==> src/rtl/lp_coeff_server.sv <==
// rtl/lp_coeff_server.sv - kx/ky coefficient server with pair-aligned bounded slew
// Optional feature macro: LP_COEFF_READBACK_EN (adds registered lb_rdata readback).
// Ports:
//   clk, rst                   clock, synchronous active-high reset
//   iq                         pair phase, 1 = I, 0 = Q; actives move only on iq==0 edges
//   lb_write, lb_addr, lb_data host writes: 0..3 shadow kx_re/kx_im/ky_re/ky_im, 4 commit
//   kx_addr, ky_addr           lookup selects, 1 = real, 0 = imaginary
//   kx, ky                     active coefficient chosen by the lookup address (zero latency)
//   busy, done                 ramp in progress / one-cycle completion pulse
//   lb_rdata                   readback build only: active value (0..3) or busy (4), 1-cycle latency
module lp_coeff_server #(
  parameter int DW   = 18,
  parameter int STEP = 256
) (
  input  logic                 clk,
  input  logic                 rst,
  input  logic                 iq,
  input  logic                 lb_write,
  input  logic [2:0]           lb_addr,
  input  logic signed [DW-1:0] lb_data,
  input  logic                 kx_addr,
  input  logic                 ky_addr,
  output logic signed [DW-1:0] kx,
  output logic signed [DW-1:0] ky,
  output logic                 busy,
  output logic                 done
`ifdef LP_COEFF_READBACK_EN
  ,
  output logic signed [DW-1:0] lb_rdata
`endif
);

  typedef enum logic {S_IDLE, S_RAMP} state_e;

  localparam logic signed [DW-1:0] NEG_FS   = {1'b1, {(DW-1){1'b0}}};
  localparam logic signed [DW-1:0] NEG_SAFE = {1'b1, {(DW-2){1'b0}}, 1'b1};
  localparam logic signed [DW:0]   STEP_W   = (DW+1)'(STEP);

  state_e               state_q, state_d;
  logic                 done_q, done_d;
  logic signed [DW-1:0] shadow_q [4];
  logic signed [DW-1:0] target_q [4];
  logic signed [DW-1:0] active_q [4];
  logic signed [DW-1:0] active_d [4];
  logic signed [DW-1:0] slewed   [4];
  logic signed [DW:0]   diff     [4];
  logic signed [DW:0]   delta    [4];
  logic signed [DW:0]   sum      [4];
  logic                 commit, pair_upd, all_eq;
  logic signed [DW-1:0] wr_val;

  assign commit   = lb_write && (lb_addr == 3'd4);
  assign pair_upd = (state_q == S_RAMP) && !iq;
  // The filter cannot accept negative full scale, so nudge it one LSB inward.
  assign wr_val   = (lb_data == NEG_FS) ? NEG_SAFE : lb_data;

  // Slew: difference at DW+1 bits so large opposite-sign gaps cannot wrap;
  // the clamped sum always lies between active and target, so it fits in DW.
  always_comb begin
    all_eq = 1'b1;
    for (int i = 0; i < 4; i++) begin
      diff[i] = {target_q[i][DW-1], target_q[i]} - {active_q[i][DW-1], active_q[i]};
      if (diff[i] > STEP_W) begin
        delta[i] = STEP_W;
      end else if (diff[i] < -STEP_W) begin
        delta[i] = -STEP_W;
      end else begin
        delta[i] = diff[i];
      end
      sum[i]    = {active_q[i][DW-1], active_q[i]} + delta[i];
      slewed[i] = sum[i][DW-1:0];
      if (slewed[i] != target_q[i]) begin
        all_eq = 1'b0;
      end
      active_d[i] = pair_upd ? slewed[i] : active_q[i];
    end
  end

  // A commit always (re)starts the ramp, which also suppresses done for an
  // abandoned ramp even if this edge's update happened to reach the old targets.
  always_comb begin
    state_d = state_q;
    done_d  = 1'b0;
    if (state_q == S_IDLE) begin
      if (commit) begin
        state_d = S_RAMP;
      end
    end else begin
      if (!commit && pair_upd && all_eq) begin
        state_d = S_IDLE;
        done_d  = 1'b1;
      end
    end
  end

  always_ff @(posedge clk) begin
    if (rst) begin
      state_q <= S_IDLE;
      done_q  <= 1'b0;
    end else begin
      state_q <= state_d;
      done_q  <= done_d;
    end
  end

  always_ff @(posedge clk) begin
    if (rst) begin
      for (int i = 0; i < 4; i++) begin
        shadow_q[i] <= '0;
        target_q[i] <= '0;
        active_q[i] <= '0;
      end
    end else begin
      if (lb_write && !lb_addr[2]) begin
        shadow_q[lb_addr[1:0]] <= wr_val;
      end
      for (int i = 0; i < 4; i++) begin
        if (commit) begin
          target_q[i] <= shadow_q[i];
        end
        active_q[i] <= active_d[i];
      end
    end
  end

  assign kx   = kx_addr ? active_q[0] : active_q[1];
  assign ky   = ky_addr ? active_q[2] : active_q[3];
  assign busy = (state_q == S_RAMP);
  assign done = done_q;

`ifdef LP_COEFF_READBACK_EN
  logic signed [DW-1:0] rdata_q;

  always_ff @(posedge clk) begin
    if (rst) begin
      rdata_q <= '0;
    end else if (!lb_addr[2]) begin
      rdata_q <= active_q[lb_addr[1:0]];
    end else if (lb_addr == 3'd4) begin
      rdata_q <= {{(DW-1){1'b0}}, busy};
    end else begin
      rdata_q <= '0;
    end
  end

  assign lb_rdata = rdata_q;
`endif

endmodule

==> config.mk <==
export PLATFORM = sky130hd
export DESIGN_NAME = lp_coeff_server
export DESIGN_NICKNAME = d
export VERILOG_FILES = /design/src/rtl/lp_coeff_server.sv
export SDC_FILE = /design/constraint.sdc
export NUM_CORES = 1
export LEC_CHECK = 0
export CORE_MARGIN = 2
export CORE_UTILIZATION = 35
export DETAILED_ROUTE_END_ITERATION = 6
export PLACE_DENSITY = 0.5
export REMOVE_ABC_BUFFERS = 1
export SETUP_SLACK_MARGIN = 0.2
export SYNTH_ARGS = -nofsm -noshare
export SYNTH_HDL_FRONTEND = slang
export SYNTH_SLANG_ARGS = --single-unit
export TNS_END_PERCENT = 100
==> constraint.sdc <==
create_clock -name clk -period 7.75 [get_ports clk]
set_input_delay 1.55 -clock clk [delete_from_list [all_inputs] [get_ports clk]]
set_output_delay 1.55 -clock clk [all_outputs]
set_load 0.02 [all_outputs]
; ---- Yosys cells after proc, flatten, opt, wreduce, memory -nomap -nowiden
; Memory sizes are Yosys's and may differ from the RTL's.
; Cells that the tools add are included.
[word_totals]
register_bits = 2
latch_bits = 0
mem_bits_rw = 216
rom_bits = 0
input_bits = 27
out_inout_bits = 38
elab_cells = 88
n_memories = 3
[op_classes]
n_addsub = 8
n_mul = 0
div = 0
n_lt_le_gt_ge = 8
n_eq_ne = 6
n_shift = 0
n_mux = 42
bitwise = 9
reduce_logical = 10
[memory_table]
columns = memory, depth, word_bits, read_ports, rd_clocked_by_memory_dff, wr, line_no
row1 = active_q, 4, 18, 4, 0, 4, 43  ; logic signed [DW-1:0] active_q [4];
row2 = shadow_q, 4, 18, 4, 0, 4, 41  ; logic signed [DW-1:0] shadow_q [4];
row3 = target_q, 4, 18, 4, 0, 4, 42  ; logic signed [DW-1:0] target_q [4];
[op_table]
columns = cell, n
row1 = $mux W18, 24
row2 = $gt A19 B10 Y1 const B, 4
row3 = $lt A19 B9 Y1 const B, 4
row4 = $sub A18 B18 Y19, 4
row5 = $add A18 B18 Y18, 4
row6 = $ne A18 B18 Y1, 4
row7 = $eq A18 B18 Y1 const B, 1
row8 = $reduce_or A18 Y1, 1
row9 = $mux W1, 17
row10 = $or A1 B1 Y1, 8
row11 = $logic_and A1 B1 Y1, 5
row12 = $eq A3 B3 Y1 const B, 1
row13 = $logic_not A1 Y1, 3
row14 = $mux W2, 1
row15 = $reduce_or A2 Y1, 1
row16 = $not A1 Y1, 1

; ---- Depth between registers and ports, before layout
; Gate-level depths: netlist of the first run.
; An unclocked memory read counts as a cell.
[logic_depth]
ltp_word = 14
ltp_mapped = 28

; ---- Least setup slack after synthesis of the first run
; No wires, ideal clock.
[synth_timing]
path_kind = flip-flop to flip-flop
startpoint = memory target_q[1][0]
endpoint = register state_q (netlist: busy)
t_arrival_ns = 5.951
required_time_ns = 7.629
slack_ns = 1.678
path_stages_with_launch = 27
path_buffers = 0
synth_period_minus_slack_ns = 6.072
cell_sequence = edfxtp_1 -> inv_1 -> ha_1 -> inv_1 -> fa_1 -> a21o_1 -> a21oi_1 -> o21ai_2 -> a311oi_2 -> a311o_1 -> and2_1 -> nand4_1 -> nor4_1 -> a21oi_1 -> nor2_1 -> ha_1 -> fa_1 -> xor2_1 -> nor4_1 -> nand4_1 -> or4b_1 -> nand4b_1 -> nor4_1 -> nand4_1 -> or4_1 -> nor4_1 -> nor2_1
[synth_lines]
columns = element, line_no
row1 = start: declaration, 42
row2 = end signal: assignment, 101  ; state_q <= state_d;
row3 = end: declaration, 39  ; state_e state_q, state_d;

==> impl_metrics.sql, run 1 <==
INSERT INTO impl_metrics (metric_group, metric, value, unit) VALUES
('final_layout', 'layout_common_cells', 'sky130_fd_sc_hd__nand2_1 (235), sky130_fd_sc_hd__nor2_1 (173), sky130_fd_sc_hd__a21oi_1 (161), sky130_fd_sc_hd__edfxtp_1 (144), sky130_fd_sc_hd__inv_1 (143)', ''),
('timing', 'rsz0062_at_grt', 'no', ''),
('worst_hold_path', 'hold_class', 'reg -> reg', ''),
('clocking', 'path_clk_slew', '0.06', 'ns'),
('timing', 'slew_viol_final', '0', ''),
('route', 'vias_per_cell', '5.591', ''),
('timing', 'clock-skew-final', '0.02557', 'ns'),
('floorplan', 'die_w', '235.2', 'um'),
('setup_path', 'start_kind', 'register', ''),
('synth', 'synth_sequential_area_ratio', '0.3103', ''),
('final_layout', 'num-fill-cells', '5318', ''),
('timing', 'final-hold-violation-count', '0', ''),
('setup_path', 'crit_family', 'compound AO/OA/AOI/OAI gates', ''),
('floorplan', 'core.rowCount', '84', ''),
('clocking', 'ctsHtreeMaxLevel', '1', ''),
('route', 'drt.antenna.violating_nets', '0', ''),
('setup_path', 'criticalPathCategory', 'reg -> reg', ''),
('route', 'drt-wirelength-per-cell', '21.71', 'um'),
('route', 'wire_length_after_detailed_routing', '63.40', 'mm'),
('grt', 'grt_pass1_wl', '95.18', 'mm'),
('timing', 'fin_crit', '7.196', 'ns'),
('route', 'drc_violations', '0', ''),
('placed_design', 'place.gp.congestion', '0.9648', ''),
('clocking', 'clock-root-buffer', 'sky130_fd_sc_hd__clkbuf_16', ''),
('synth', 'ys_types', '100', ''),
('grt', 'globalRouteOverflowTotal', '0', ''),
('grt', 'first_global_vias', '15362', ''),
('setup_path', 'worst-path-buf-inv', '1', ''),
('setup_path', 'cp.required', '8.26', 'ns'),
('clocking', 'tritoncts', 'built', ''),
('synth', 'warnings_synthesis', '0', ''),
('timing', 'worst_pin_slew', '1.285', 'ns'),
('pwr', 'power.density_cell_area', '159.6', 'nW/um^2'),
('grt', 'antenna_found_initial', '0', ''),
('setup_path', 'setup.worst_path.end_class', 'register', ''),
('clocking', 'clock_sinks', '218', ''),
('floorplan', 'ios', '65', ''),
('synth', 'post_synthesis_mean_instance_area', '8.546', 'um^2'),
('floorplan', 'area_inside_the_core_boundary', '52660', 'um^2'),
('setup_path', 'cp_cell_sequence', 'ha_1, a21oi_1, a2bb2oi_1, o21ai_2, a311oi_2, buf_4, o21ai_0, xor2_1, nor2_1, and4_1, a21oi_1, nor2_1, ha_1, fa_1, a211oi_2, o21bai_1, xor2_1, a2111oi_0, nand4_1, nor4b_1, and4_1, and4_1, nand4_1, and4bb_1', ''),
('synth', 'yosys_most_used_dff', 'sky130_fd_sc_hd__edfxtp_1', ''),
('clocking', 'max-clock-path-buffers', '3', ''),
('final_layout', 'antenna_cells', '0', ''),
('setup_path', 'crit_arrival', '7.70', 'ns'),
('final_layout', 'layout.cells.most_common', 'sky130_fd_sc_hd__nand2_1', ''),
('grt', 'groute.usage.overall', '0.2218', ''),
('synth', 'synth.ff_latch_count', '218', ''),
('synth', 'postSynthCellCount', '2189', ''),
('placed_design', 'hpwl_after_detailed_placement', '49.77', 'mm'),
('pwr', 'power_leakage', '8.132', 'nW'),
('final_layout', 'area.growth.synth_to_final', '12.21', '%'),
('floorplan', 'die-height', '235.2', 'um'),
('route', 'vias', '16331', ''),
('setup_path', 'cpMaxStageDelayCell', 'sky130_fd_sc_hd__a2111oi_0', ''),
('synth', 'synth.cell_area', '18710', 'um^2'),
('clocking', 'insertion_delay', '0.59', 'ns'),
('pwr', 'peak_ir_drop_on_the_vdd_network', '0.1513', 'mV'),
('timing', 'fraction_of_the_cycle_the_final_worst_path_needs', '0.9286', ''),
('synth', 'postSynth.asyncResetShare', '0', ''),
('grt', 'pin_count_of_the_biggest_net_entering_global_routing', '73', ''),
('setup_path', 'timing.critical_path.slowest_cell_delay', '0.71', 'ns'),
('pwr', 'totalPowerFinal', '3.349', 'mW'),
('setup_path', 'critical_path.most_common_cell', 'sky130_fd_sc_hd__and4_1', ''),
('clocking', 'hold_buffers', '0', ''),
('synth', 'number_of_synthesized_flops_with_an_enable_pin', '144', ''),
('timing', 'finalSetupViolations', '0', ''),
('floorplan', 'initial_core_util', '0.3553', ''),
('job', 'max_cap_violations', '0', ''),
('floorplan', 'dieArea', '55320', 'um^2'),
('route', 'detailedRoute.firstPassIterationCount', '6', ''),
('timing', 'timing.fmax', '139.0', 'MHz'),
('route', 'initialDrtViolationCount', '1381', ''),
('timing', 'timing.max_slew.rel_slack', '0.1408', ''),
('timing', 'totalNegativeSetupSlack', '0', 'ns'),
('setup_path', 'timing.critical_path.fanout_max', '10', ''),
('final_layout', 'final_layout_size_suffix_gt1_frac', '0.05911', ''),
('run_status', 'outcome', 'finished, final reports clean', ''),
('placed_design', 'port_buffers', '64', ''),
('final_layout', 'final_net_count', '2386', ''),
('clocking', 'cts_inserted_buffers', '28', '');
-- worst paths after layout --
kind / cells after the start / endpoint / start / slack, ns
worst max-delay path: 24 / done / target_q[1][5] / 0.55
worst min-delay path: 2 / active_q[1][12] / active_q[1][12] / 0.48
worst max register to register: 24 / done / target_q[1][5] / 0.55
worst min register to register: 2 / active_q[1][12] / active_q[1][12] / 0.48
-- stage by stage --
stage	setup WS [ns]	instances	util	cell area (um^2)	hold slack [ns]
after floorplan	1.678	2098	-	18320	0.4431
after detailed placement	0.4988	2869	0.3796	19990	0.4668
after global placement	0.4761	2869	0.3796	19990	0.4643
after global routing	0.2275	2921	0.3987	20990	0.5069
after CTS	0.4292	2921	0.3977	20940	0.4755
final	0.5537	2921	0.3987	20990	0.4766
-- power breakdown --
part           internal [mW]  switching, mW  leakage [nW]  total [mW]
logic                  0.265          0.407          5.62       0.672
registers               1.28         0.0385          2.06        1.32
clock network          0.782          0.573         0.448        1.35
total                   2.33           1.02          8.13        3.35
-- sequential cells by signal, indices dropped and copies added (netlist names) --
| register | flops |
|---|---|
| shadow_q | 72 |
| target_q | 72 |
| done | 1 |
| busy | 1 |
| active_q | 72 |
-- layer usage --
metal | track usage | wire length [um]
met5 | 0 | 0
met1 | 0.3243 | 30730
met2 | 0.3338 | 26810
met4 | 0.06694 | 1979
met3 | 0.03541 | 3886
-- what timing repair did --
item                                    in CTS  in global routing
setup buffers                                0                  0
hold endpoints to repair                     0                  0
endpoints found under the setup margin       0                  2
resized for setup                            0                 12
-- area by class of cell --
class,count,area [um^2],area share
multi-input cells,1736,12050,0.5741
repair buffers,83,780.7,0.03719
inverters,144,540.5,0.02575
clock buffers,32,725.7,0.03457
well taps,688,860.8,0.04101
clock inverters,20,227.7,0.01085
flip-flops and latches,218,5806,0.2766
-- worst min-delay path, delay by kind of cell (launching register included) --
kind | cells | cell delay [ns]
compound gates | 1 | 0.05
flops | 1 | 0.32
simple gates | 1 | 0.06
-- cell usage after synthesis (all sizes together) (9+ instances only) --
master / instances / area share
a221oi: 15 / 0.0083
o21a: 22 / 0.0089
nor4: 25 / 0.0084
a21oi: 163 / 0.044
xor2: 69 / 0.032
nor2b: 45 / 0.015
nand3: 31 / 0.0083
nand3b: 9 / 0.0036
nand2: 235 / 0.047
a211oi: 38 / 0.016
mux2i: 12 / 0.0064
nand4: 37 / 0.013
dfxtp: 74 / 0.079
a311o: 11 / 0.0059
and3: 27 / 0.0090
nor2: 173 / 0.035
nor3b: 13 / 0.0052
a31oi: 28 / 0.0094
edfxtp: 144 / 0.23
xnor2: 84 / 0.039
or3: 24 / 0.0083
o21ai: 119 / 0.032
and2: 88 / 0.030
a21o: 34 / 0.014
buf: 10 / 0.0034
a21boi: 9 / 0.0036
o211ai: 20 / 0.0080
nor3: 37 / 0.011
inv: 144 / 0.029
xnor3: 18 / 0.022
clkbuf: 81 / 0.017
or2: 13 / 0.0043
ha: 140 / 0.094
nor4b: 14 / 0.0066
a2111oi: 9 / 0.0045
o21bai: 19 / 0.0076
nand2b: 25 / 0.0084
-- cell families (layout without fill, tap and decap cells) --
kind of cell / after synthesis / in the layout / synth area share
compound gates: 566 / 566 / 0.2003
xor+xnor: 175 / 175 / 0.09979
fa+ha+maj: 148 / 148 / 0.1022
buf+inv: 235 / 279 / 0.04969
flops: 218 / 218 / 0.3103
mux: 17 / 17 / 0.009430
simple gates: 830 / 830 / 0.2283
(Power assumes the default switching activity.)
==> inputs of run 2 (changes only) <==
Settings changed: SLEW_MARGIN from default to 10.
==> run 2 against run 1 <==
Net effect:
- count of clock-buffer cells in the layout unchanged
- clock power about the same
- core utilization about the same
- largest power group unchanged
==> impl_metrics.sql, run 2 (synthesis gave the netlist of run 1 again) <==
INSERT INTO impl_metrics (metric_group, metric, value, unit) VALUES
('floorplan', 'die-height', '235.2', 'um'),
('placed_design', 'hpwl_after_detailed_placement', '49.77', 'mm'),
('pwr', 'share_clk_of_total_power', '0.405', ''),
('run_status', 'outcome', 'finished, final reports clean', ''),
('setup_path', 'timing.critical_path.slowest_cell_delay', '0.62', 'ns'),
('floorplan', 'core.rowCount', '84', ''),
('route', 'drt-wirelength-per-cell', '21.71', 'um'),
('timing', 'clock-skew-final', '0.02557', 'ns'),
('pwr', 'power.density_cell_area', '159.6', 'nW/um^2'),
('pwr', 'power_report.internal_total', '2.331', 'mW'),
('pwr', 'p_sw', '1.019', 'mW'),
('clocking', 'hold_buffers', '0', ''),
('setup_path', 'crit_arrival', '7.71', 'ns'),
('floorplan', 'dieArea', '55320', 'um^2'),
('timing', 'worst_pin_slew', '1.027', 'ns'),
('setup_path', 'criticalPathCategory', 'reg -> reg', ''),
('timing', 'fin_crit', '7.197', 'ns'),
('clocking', 'insertion_delay', '0.59', 'ns'),
('setup_path', 'setup.worst_path.end_class', 'register', ''),
('timing', 'fraction_of_the_cycle_the_final_worst_path_needs', '0.9287', ''),
('pwr', 'p_seq_frac', '0.395', ''),
('final_layout', 'final_layout_size_suffix_gt1_frac', '0.05956', ''),
('setup_path', 'timing.critical_path.to', 'done', ''),
('final_layout', 'antenna_cells', '0', ''),
('setup_path', 'reg2reg_to', 'done', ''),
('route', 'wire_length_after_detailed_routing', '63.41', 'mm'),
('timing', 'totalNegativeSetupSlack', '0', 'ns'),
('clocking', 'post_cts_resize_count', '0', ''),
('pwr', 'comb_power_share', '0.201', ''),
('clocking', 'max-clock-path-buffers', '3', ''),
('setup_path', 'timing.critical_path.fanout_max', '8', ''),
('clocking', 'path_clk_slew', '0.06', 'ns'),
('clocking', 'clock_sinks', '218', ''),
('timing', 'timing.fmax', '138.9', 'MHz'),
('pwr', 'peak_ir_drop_on_the_vdd_network', '0.1513', 'mV'),
('clocking', 'tritoncts', 'built', ''),
('timing', 'final-hold-violation-count', '0', ''),
('worst_hold_path', 'hold_class', 'reg -> reg', ''),
('route', 'drc_violations', '0', ''),
('floorplan', 'ios', '65', ''),
('placed_design', 'port_buffers', '64', ''),
('placed_design', 'place.gp.congestion', '0.9648', ''),
('setup_path', 'crit_family', 'simple AND/OR/NAND/NOR gates', ''),
('floorplan', 'initial_core_util', '0.3553', ''),
('timing', 'finalSetupViolations', '0', ''),
('clocking', 'ctsHtreeMaxLevel', '1', ''),
('setup_path', 'cpMaxStageDelayCell', 'sky130_fd_sc_hd__a2111oi_0', ''),
('job', 'max_cap_violations', '0', ''),
('setup_path', 'cp.required', '8.26', 'ns'),
('final_layout', 'area.growth.synth_to_final', '12.18', '%'),
('final_layout', 'layout.cells.most_common', 'sky130_fd_sc_hd__nand2_1', ''),
('route', 'detailedRoute.firstPassIterationCount', '6', ''),
('setup_path', 'critPathLaunch', 'active_q[3][0]', ''),
('grt', 'groute.usage.overall', '0.2218', ''),
('clocking', 'cts_inserted_buffers', '28', ''),
('final_layout', 'layout_top_registers', 'active_q (72), shadow_q (72), target_q (72)', ''),
('final_layout', 'layout_common_cells', 'sky130_fd_sc_hd__nand2_1 (235), sky130_fd_sc_hd__nor2_1 (173), sky130_fd_sc_hd__a21oi_1 (161), sky130_fd_sc_hd__edfxtp_1 (144), sky130_fd_sc_hd__inv_1 (143)', ''),
('final_layout', 'finalInstanceArea', '20990', 'um^2'),
('grt', 'antenna_found_initial', '0', ''),
('floorplan', 'area_inside_the_core_boundary', '52660', 'um^2'),
('final_layout', 'final_net_count', '2386', ''),
('timing', 'timing.max_slew.rel_slack', '0.3154', ''),
('grt', 'first_global_vias', '15362', ''),
('placed_design', 'placedInstanceArea', '19990', 'um^2'),
('route', 'drt.antenna.violating_nets', '0', ''),
('setup_path', 'worst-path-buf-inv', '2', ''),
('floorplan', 'die_w', '235.2', 'um'),
('route', 'vias_per_cell', '5.589', ''),
('grt', 'globalRouteOverflowTotal', '0', ''),
('setup_path', 'regToRegStartpoint', 'active_q[3][0]', ''),
('setup_path', 'worst_reg_to_reg_path_cell_count', '26', ''),
('clocking', 'post_cts.repair.setup_buffers', '0', ''),
('pwr', 'swShare', '0.3042', ''),
('setup_path', 'depth_of_the_critical_timing_path_with_buffers_and_inverters_included', '26', ''),
('route', 'vias', '16326', ''),
('setup_path', 'rrSetupSlack', '0.55', 'ns'),
('timing', 'slew_viol_final', '0', ''),
('clocking', 'clock-root-buffer', 'sky130_fd_sc_hd__clkbuf_16', ''),
('grt', 'pin_count_of_the_biggest_net_entering_global_routing', '73', ''),
('timing', 'rsz0062_at_grt', 'no', ''),
('grt', 'grt_pass1_wl', '95.18', 'mm'),
('setup_path', 'start_kind', 'register', ''),
('route', 'initialDrtViolationCount', '1381', ''),
('pwr', 'power_leakage', '8.132', 'nW');
-- run 2: layout make-up --
type                       count  area, um^2
multi-input combinational   1736       12050
clock buffer                  32       725.7
tap                          688       860.8
fill                        5319       31670
clock inverter                20       227.7
sequential                   218        5806
inverter                     144       540.5
timing repair buffer          83       775.7
-- run 2: worst min-delay path: cells and delay by family (launching register included) --
family | cells | cell delay, ns
and+or+nand+nor | 1 | 0.06
DFF | 1 | 0.32
AOI/OAI and AO/OA | 1 | 0.05
-- run 2: worst min path at each step --
stage	start	endpoint	slack [ns]	cells past startpoint
floorplan	active_q[1][12]	active_q[1][12]	0.44	2
global placement	active_q[3][7]	active_q[3][7]	0.46	2
detailed placement	active_q[3][5]	active_q[3][5]	0.47	2
CTS	active_q[3][5]	active_q[3][5]	0.48	2
global route	active_q[1][9]	active_q[1][9]	0.51	2
finish	active_q[1][12]	active_q[1][12]	0.48	2
-- run 2: power groups by stage --
| stage | logic [mW] | registers, mW | clock network (mW) |
|---|---|---|---|
| after floorplan | 0.457 | 1.32 | 0 |
| after global placement | 0.655 | 1.35 | 0 |
| after detailed placement | 0.656 | 1.35 | 0 |
| after CTS | 0.660 | 1.32 | 1.39 |
| after global routing | 0.730 | 1.33 | 1.42 |
| final | 0.672 | 1.32 | 1.36 |
-- run 2: routing by layer --
layer  GRT usage  part of all wire  vias to the layer above  wire length, um
li1            -                 -                     7994                -
met1      0.3243              0.48                     7811            30730
met2      0.3338              0.42                      438            26810
met3     0.03541             0.062                       83             3900
met4     0.06694             0.031                        0             1979
met5           0                 0                        -                0
-- run 2: metrics by stage --
stage,power [mW],std cells,utilization,setup WS (ns),hold WS [ns]
CTS,3.369,2921,0.3977,0.4292,0.4755
global route,3.479,2921,0.3986,0.2275,0.5069
global placement,2.002,2869,0.3796,0.4761,0.4643
floorplan,1.782,2098,-,1.678,0.4431
finish,3.350,2921,0.3986,0.5525,0.4766
detailed placement,2.003,2869,0.3796,0.4988,0.4668
==> inputs of run 3 (changes only) <==
Settings changed: CORE_MARGIN 2 to 1.5, CTS_CLUSTER_SIZE from default to 25.
==> run 3 against run 2 <==
Net effect:
- flip-flop and latch count did not move
- clock skew grew 0.016 ns
- sequential share of layout area barely moved
- first-iteration DRC count is 1.8% higher
- die area is 0.85% lower
- critical path depth down 1
- hold slack worse by 0.0011 ns
- routed wire length fell by 0.73%
- sequential power is essentially flat
- combinational power hardly changed
- worst setup slack better by 0.10 ns
- largest power group unchanged
==> impl_metrics.sql, run 3 (synthesis gave the netlist of run 1 again) <==
INSERT INTO impl_metrics (metric_group, metric, value, unit) VALUES
('grt', 'globalRouteOverflowTotal', '0', ''),
('pwr', 'power.density_cell_area', '160.4', 'nW/um^2'),
('final_layout', 'finalInstanceArea', '20990', 'um^2'),
('clocking', 'post_cts.repair.setup_buffers', '0', ''),
('route', 'detailedRoute.firstPassIterationCount', '5', ''),
('clocking', 'insertion_delay', '0.60', 'ns'),
('floorplan', 'die_w', '234.2', 'um'),
('route', 'drc_violations', '0', ''),
('clocking', 'cts_inserted_buffers', '27', ''),
('setup_path', 'crit_arrival', '7.63', 'ns'),
('floorplan', 'die-height', '234.2', 'um'),
('final_layout', 'layout_common_cells', 'sky130_fd_sc_hd__nand2_1 (235), sky130_fd_sc_hd__nor2_1 (173), sky130_fd_sc_hd__a21oi_1 (161), sky130_fd_sc_hd__edfxtp_1 (144), sky130_fd_sc_hd__inv_1 (143)', ''),
('timing', 'post-route-worst-setup-slack', '0.6543', 'ns'),
('pwr', 'swShare', '0.2989', ''),
('setup_path', 'timing.critical_path.slowest_cell_delay', '0.73', 'ns'),
('timing', 'clock-skew-final', '0.04179', 'ns'),
('timing', 'timing.max_slew.rel_slack', '0.3592', ''),
('pwr', 'p_seq_frac', '0.393', ''),
('route', 'vias', '16417', ''),
('route', 'wire_length_after_detailed_routing', '62.95', 'mm'),
('final_layout', 'final_net_count', '2386', ''),
('placed_design', 'dp_slack', '0.1759', 'ns'),
('clocking', 'hold_buffers', '0', ''),
('grt', 'groute.usage.overall', '0.2273', ''),
('clocking', 'clock_sinks', '218', ''),
('job', 'max_cap_violations', '0', ''),
('route', 'vias_per_cell', '5.620', ''),
('setup_path', 'cp.required', '8.29', 'ns'),
('floorplan', 'ios', '65', ''),
('timing', 'finalSetupViolations', '0', ''),
('placed_design', 'port_buffers', '64', ''),
('final_layout', 'layout_top_registers', 'active_q (72), shadow_q (72), target_q (72)', ''),
('clocking', 'clock-root-buffer', 'sky130_fd_sc_hd__clkbuf_16', ''),
('pwr', 'power_leakage', '8.153', 'nW'),
('clocking', 'tritoncts', 'built', ''),
('route', 'drt-wirelength-per-cell', '21.55', 'um'),
('setup_path', 'criticalPathCategory', 'reg -> reg', ''),
('setup_path', 'timing.critical_path.fanout_max', '10', ''),
('grt', 'pin_count_of_the_biggest_net_entering_global_routing', '71', ''),
('pwr', 'share_clk_of_total_power', '0.408', ''),
('setup_path', 'setup.worst_path.end_class', 'register', ''),
('timing', 'totalNegativeSetupSlack', '0', 'ns'),
('timing', 'fin_crit', '7.096', 'ns'),
('final_layout', 'fin_cells', '2921', ''),
('floorplan', 'dieArea', '54850', 'um^2'),
('placed_design', 'place.gp.congestion', '0.9131', ''),
('pwr', 'comb_power_share', '0.199', ''),
('floorplan', 'initial_core_util', '0.3553', ''),
('clocking', 'path_clk_slew', '0.06', 'ns'),
('final_layout', 'layout.cells.most_common', 'sky130_fd_sc_hd__nand2_1', ''),
('setup_path', 'cpMaxStageDelayCell', 'sky130_fd_sc_hd__o31ai_1', ''),
('final_layout', 'final_layout_size_suffix_gt1_frac', '0.05780', ''),
('placed_design', 'placedInstanceArea', '19990', 'um^2'),
('worst_hold_path', 'hold_class', 'reg -> reg', ''),
('grt', 'grt_pass1_wl', '94.39', 'mm'),
('grt', 'antenna_found_initial', '2', ''),
('timing', 'fraction_of_the_cycle_the_final_worst_path_needs', '0.9156', ''),
('pwr', 'peak_ir_drop_on_the_vdd_network', '0.1708', 'mV'),
('clocking', 'ctsHtreeMaxLevel', '1', ''),
('run_status', 'outcome', 'finished, final reports clean', ''),
('timing', 'rsz0062_at_grt', 'yes', ''),
('grt', 'first_global_vias', '15346', ''),
('clocking', 'post_cts_resize_count', '0', ''),
('placed_design', 'hpwl_after_detailed_placement', '49.47', 'mm'),
('pwr', 'p_sw', '1.006', 'mW'),
('final_layout', 'area.growth.synth_to_final', '12.19', '%'),
('floorplan', 'area_inside_the_core_boundary', '52660', 'um^2'),
('route', 'initialDrtViolationCount', '1406', ''),
('floorplan', 'core.rowCount', '84', ''),
('placed_design', 'inst_count_dp', '2870', ''),
('timing', 'final-hold-violation-count', '0', ''),
('pwr', 'power_report.internal_total', '2.360', 'mW'),
('route', 'drt.antenna.violating_nets', '0', ''),
('timing', 'slew_viol_final', '0', ''),
('setup_path', 'start_kind', 'register', ''),
('timing', 'timing.fmax', '140.9', 'MHz'),
('timing', 'worst_pin_slew', '0.9612', 'ns'),
('clocking', 'max-clock-path-buffers', '3', '');
-- run 3: critical path: cells and delay by family (launching register included) --
family	cells	cell delay [ns]
xor+xnor	1	0.34
fa+ha+maj	2	0.68
buf+inv	3	0.46
compound gates	10	2.91
flops	1	0.40
simple gates	9	2.27
-- run 3: layout make-up --
| class | instances | area [um^2] |
|---|---|---|
| multi-input combinational | 1736 | 12050 |
| fill | 5343 | 31670 |
| tap | 688 | 860.8 |
| inverter | 144 | 540.5 |
| timing repair buffer | 84 | 783.3 |
| antenna | 1 | 2.502 |
| sequential | 218 | 5806 |
| clock buffer | 28 | 679.4 |
| clock inverter | 22 | 267.8 |
-- run 3: routing by layer --
layer,vias up,part of all wire,global-route usage
met5,-,0.00022,0
met4,2,0.023,0.05549
met3,72,0.062,0.03940
met2,448,0.44,0.3540
met1,7901,0.48,0.3245
li1,7994,-,-
-- run 3: power groups by stage --
stage          registers (mW)  clock network (mW)  logic [mW]
2_1_floorplan            1.32                   0       0.457
3_3_place_gp             1.35                   0       0.653
3_5_place_dp             1.35                   0       0.655
4_1_cts                  1.32                1.41       0.659
5_1_grt                  1.33                1.45       0.727
6_report                 1.32                1.37       0.670
-- run 3: final timing paths --
path	start	endpoint	slack, ns	depth (start not counted)
worst min-delay path	active_q[1][12]	active_q[1][12]	0.48	2
worst max register to register	active_q[1][1]	done	0.65	25
worst max-delay path	active_q[1][1]	done	0.65	25
worst min register to register	active_q[1][12]	active_q[1][12]	0.48	2
-- run 3: through the flow --
step,hold WS (ns),utilization,power (mW)
floorplan,0.4431,-,1.782
global placement,0.4644,0.3797,2.001
detailed placement,0.4668,0.3797,2.003
CTS,0.4751,0.3977,3.387
global route,0.4971,0.3985,3.502
finish,0.4755,0.3986,3.366
